File: src/rtl/img_byte_buffer.sv
// Packs host-link bytes into one IMG_BITS image word and holds it until the controller clears it.
// img_buffer_full rises 1 cycle after the last accept; rx_ready is low while full or while buf_clear is high.
module img_byte_buffer #(
    parameter int IMG_BITS = 904,
    parameter int BYTE_W   = 8,
    localparam int NUM_BEATS = IMG_BITS / BYTE_W,
    localparam int CNT_W     = $clog2(NUM_BEATS + 1)
) (
    input  logic                clk,
    input  logic                rst,
    input  logic [BYTE_W-1:0]   rx_data,
    input  logic                rx_valid,
    output logic                rx_ready,
    input  logic                buf_clear,
    output logic [IMG_BITS-1:0] img_out,
    output logic                img_buffer_full,
    output logic [CNT_W-1:0]    beat_count,
    output logic                overflow
);

    typedef enum logic [1:0] {
        EMPTY = 2'd0,
        FILL  = 2'd1,
        FULL  = 2'd2
    } state_t;

    state_t state;
    state_t state_n;
    logic   accept;

    always_ff @(posedge clk or posedge rst) begin
        if (rst) begin
            state <= EMPTY;
        end else begin
            state <= state_n;
        end
    end

    always_comb begin
        state_n  = state;
        rx_ready = 1'b0;
        accept   = 1'b0;

        // buf_clear blocks the handshake so a beat offered alongside it is never half-taken.
        if (state != FULL) begin
            rx_ready = !buf_clear;
        end
        accept = rx_valid && rx_ready;

        if (buf_clear) begin
            state_n = EMPTY;
        end else begin
            case (state)
                EMPTY: begin
                    if (accept) begin
                        state_n = (NUM_BEATS == 1) ? FULL : FILL;
                    end
                end
                FILL: begin
                    if (accept && (beat_count == CNT_W'(NUM_BEATS - 1))) begin
                        state_n = FULL;
                    end
                end
                FULL: begin
                    state_n = FULL;
                end
                default: begin
                    state_n = EMPTY;
                end
            endcase
        end
    end

    // First beat ends up in the MSBs after NUM_BEATS left shifts.
    always_ff @(posedge clk or posedge rst) begin
        if (rst) begin
            img_out <= '0;
        end else if (accept) begin
            img_out <= {img_out[IMG_BITS-BYTE_W-1:0], rx_data};
        end
    end

    always_ff @(posedge clk or posedge rst) begin
        if (rst) begin
            beat_count <= '0;
        end else if (buf_clear) begin
            beat_count <= '0;
        end else if (accept) begin
            beat_count <= beat_count + CNT_W'(1);
        end
    end

    always_ff @(posedge clk or posedge rst) begin
        if (rst) begin
            img_buffer_full <= 1'b0;
        end else begin
            img_buffer_full <= (state_n == FULL);
        end
    end

    always_ff @(posedge clk or posedge rst) begin
        if (rst) begin
            overflow <= 1'b0;
        end else if (buf_clear) begin
            overflow <= 1'b0;
        end else if ((state == FULL) && rx_valid) begin
            overflow <= 1'b1;
        end
    end

endmodule

File: config.mk
export PLATFORM = sky130hd
export DESIGN_NAME = img_byte_buffer
export DESIGN_NICKNAME = d
export VERILOG_FILES = /design/src/rtl/img_byte_buffer.sv
export SDC_FILE = /design/constraint.sdc
export NUM_CORES = 2
export LEC_CHECK = 0
export BUFFER_PORTS_ARGS = -buffer_cell sky130_fd_sc_hd__buf_2
export CAP_MARGIN = 10
export CORE_MARGIN = 5
export CORE_UTILIZATION = 30
export CTS_BUF_LIST = sky130_fd_sc_hd__clkbuf_16
export DETAILED_ROUTE_END_ITERATION = 10
export HOLD_SLACK_MARGIN = 0.12
export SYNTH_ARGS = -nofsm -noshare
export SYNTH_HDL_FRONTEND = slang
export SYNTH_SLANG_ARGS = --single-unit
File: constraint.sdc
create_clock -name clk -period 26.1 [get_ports clk]
set_input_delay 1.305 -clock clk [delete_from_list [all_inputs] [get_ports clk]]
set_output_delay 1.305 -clock clk [all_outputs]
set_load 0.02 [all_outputs]
==> flow_metrics.env <==
export IMPL_peakVddDrop_mv=0.06396
export IMPL_core_area_mm2=0.1216
export IMPL_reg2reg_slack_ns=18.64
export IMPL_antenna_found_initial=1
export IMPL_start_kind="flop"
export IMPL_regToRegEndpoint="img_out[414]"
export IMPL_syn_nets=1985
export IMPL_fin_cells=4625
export IMPL_htree_levels=3
export IMPL_drt_first_iter_violations=1277
export IMPL_cts_inserted_buffers=98
export IMPL_final_util_pct=37.54
export IMPL_holdWs_ns=0.4983
export IMPL_start_util_pct=30.12
export IMPL_synth_top_cell_area_share_pct=62.54
export IMPL_gp_congestion=0.8330
export IMPL_drtAntennaViolNets=0
export IMPL_first_pass_iters=4
export IMPL_fin_crit_ns=7.463
export IMPL_yosysSeqAreaShare_pct=62.54
export IMPL_cp_max_fo=78
export IMPL_cap_violations=0
export IMPL_seq_area_mm2=0.02290
export IMPL_fin_worst_skew_ns=0.02786
export IMPL_p_total_mw=3.427
export IMPL_layout_nets=2931
export IMPL_ys_top_cells_by_area="dfrtp_1, mux2_4, mux2_2"
export IMPL_grt_first_pass_wirelength_um=146500
export IMPL_dp_hpwl_um=71710
export IMPL_cp_end_kind="flop"
export IMPL_ios=926
export IMPL_ys_seq_elements=915
export IMPL_setup_tns_ns=0
export IMPL_yosysUniqueCellTypes=28
export IMPL_yosys_warnings=0
export IMPL_hold_depth=2
export IMPL_hold_class="flop to flop"
export IMPL_place_area_mm2=0.04239
export IMPL_power_density_mw_per_mm2=75.10
export IMPL_p_leak_nw=26.31
export IMPL_comb_power_share_pct=13.0
export IMPL_die_w_um=359.4
export IMPL_finalCritPeriodShare_pct=28.60
export IMPL_cts_sinks=915
export IMPL_drcViolationCount=0
export IMPL_grt_total_usage_pct=14.75
export IMPL_place_ws_ns=18.10
export IMPL_clkTransAtPathRegs_ns=0.06
export IMPL_swShare_pct=27.10
export IMPL_fin_ws_ns=18.64
export IMPL_diodes=0
export IMPL_fillers=11550
export IMPL_place_inst=4442
export IMPL_cts_tree="done"
export IMPL_worst_r2r_path_depth=9
export IMPL_grt_max_degree=175
export IMPL_netlist_area_mm2=0.03661
export IMPL_fmax_mhz=134.0
export IMPL_hold_buffers=0
export IMPL_grt_pass1_vias=21220
export IMPL_synth_area_leader_cell="dfrtp_1"
export IMPL_routed_via_count=20070
export IMPL_die_y_um=359.4
export IMPL_p_switching_mw=0.9286
export IMPL_wirelength_um=98010
export IMPL_routed_via_density=4.339
export IMPL_area_growth_pct=24.62
export IMPL_clockPowerShare_pct=40.4
export IMPL_drive_above_1_share_pct=66.57
export IMPL_rows=128
export IMPL_wl_per_cell_um=21.19
export IMPL_root_buffer="clkbuf_16"
export IMPL_worstMarginPinSlew_ns=1.054
export IMPL_setup_viol=0
export IMPL_required_ns=26.66
export IMPL_whs_endpoint="overflow"
export IMPL_cp_data_arrival_time_ns=8.02
export IMPL_pwr_share_seq_pct=46.5
export IMPL_die_area_mm2=0.1291
export IMPL_run_status="finished clean"
export IMPL_grt_ovfl_total=0
export IMPL_insertion_delay_ns=0.70
export IMPL_p_int_mw=2.498
export IMPL_path_class="flop to flop"
export IMPL_multi_input_area_mm2=0.01257
export IMPL_layout_common_cells="buf_2, dfrtp_1, mux2_4"
export IMPL_final_common_cell="buf_2"
export IMPL_post_cts_buffers=0
export IMPL_io_buffers=925
export IMPL_rsz0062_at_grt="no"
export IMPL_cts_resized=0
export IMPL_hold_violations=0
export IMPL_final_cell_area_mm2=0.04563
export IMPL_avgSynthCellArea_um2=18.58
export IMPL_synth_cells=1971
export IMPL_reg2reg_from="state[0]"
export IMPL_drv_slew=0
export IMPL_clock_path_buffers=3
export IMPL_relSlewSlack_pct=29.75
export IMPL_hp_start="overflow"
## routing by layer
| layer | wire, um | global-route usage, % | up-vias |
|---|---|---|---|
| met5 | 0 | 0 | - |
| met4 | 4342 | 6.991 | 0 |
| met3 | 7019 | 4.660 | 187 |
| met2 | 47470 | 24.25 | 650 |
| met1 | 39180 | 17.64 | 10340 |
| li1 | - | - | 8891 |
## final cells by class
cell class                 instances  area share [%]
inverter                           4         0.04113
clock buffer                     101           5.539
timing repair buffer             950           10.69
multi-input combinational        948           27.54
tap                             1625           4.456
clock inverter                    82           1.547
sequential                       915           50.18
## cells in the mapped netlist, drive strengths merged
cell,instances
ha,2
nor4b,1
o21ai,2
mux2,906
o31ai,3
dfrtp,915
nand4,3
nand2,3
clkbuf,6
or4,3
and3,1
nor2,5
buf,98
o2bb2ai,2
a2111oi,1
nor3,1
inv,4
nor2b,3
or3,1
a21oi,6
nand2b,1
nand3,4
## worst max path at each step
stage	slack, ns	depth (start not counted)	start	to
2_1_floorplan	12.21	1	rst	beat_count[0]
3_3_place_gp	18.14	9	buf_clear	img_out[414]
3_5_place_dp	18.10	9	buf_clear	img_out[414]
4_1_cts	18.70	9	state[0]	img_out[414]
5_1_grt	18.22	9	state[0]	img_out[414]
6_report	18.64	9	state[0]	img_out[414]
## kinds of logic after synthesis
group	after synthesis	share of synthesized area [%]
AO/OA/AOI/OAI	14	0.2426
adder cells (fa/ha/maj)	2	0.06833
buffers and inverters	108	3.158
flip-flops	915	62.54
multiplexers	906	33.61
AND/OR/NAND/NOR	26	0.3896
## flip-flops by register name, indices dropped and copies added (netlist names)
| signal | cells |
|---|---|
| beat_count | 7 |
| state | 2 |
| img_buffer_full | 1 |
| img_out | 904 |
| overflow | 1 |
## power groups by stage
stage	clock network, mW	logic [mW]	registers [mW]
4_1_cts	1.43	0.456	1.59
5_1_grt	1.49	0.471	1.61
2_1_floorplan	0	0.199	1.71
3_3_place_gp	0	0.451	1.62
3_5_place_dp	0	0.455	1.62
6_report	1.39	0.447	1.59
## critical path: stages, from the launching register on
cell,delay [ns]
dfrtp_1,0.41
nor2b_1,0.52
or3_4,0.85
buf_4,0.94
buf_4,0.74
buf_4,0.86
buf_4,0.75
buf_4,0.70
buf_4,0.91
mux2_2,0.41
No activity file was read; power rests on OpenSTA's default activity.
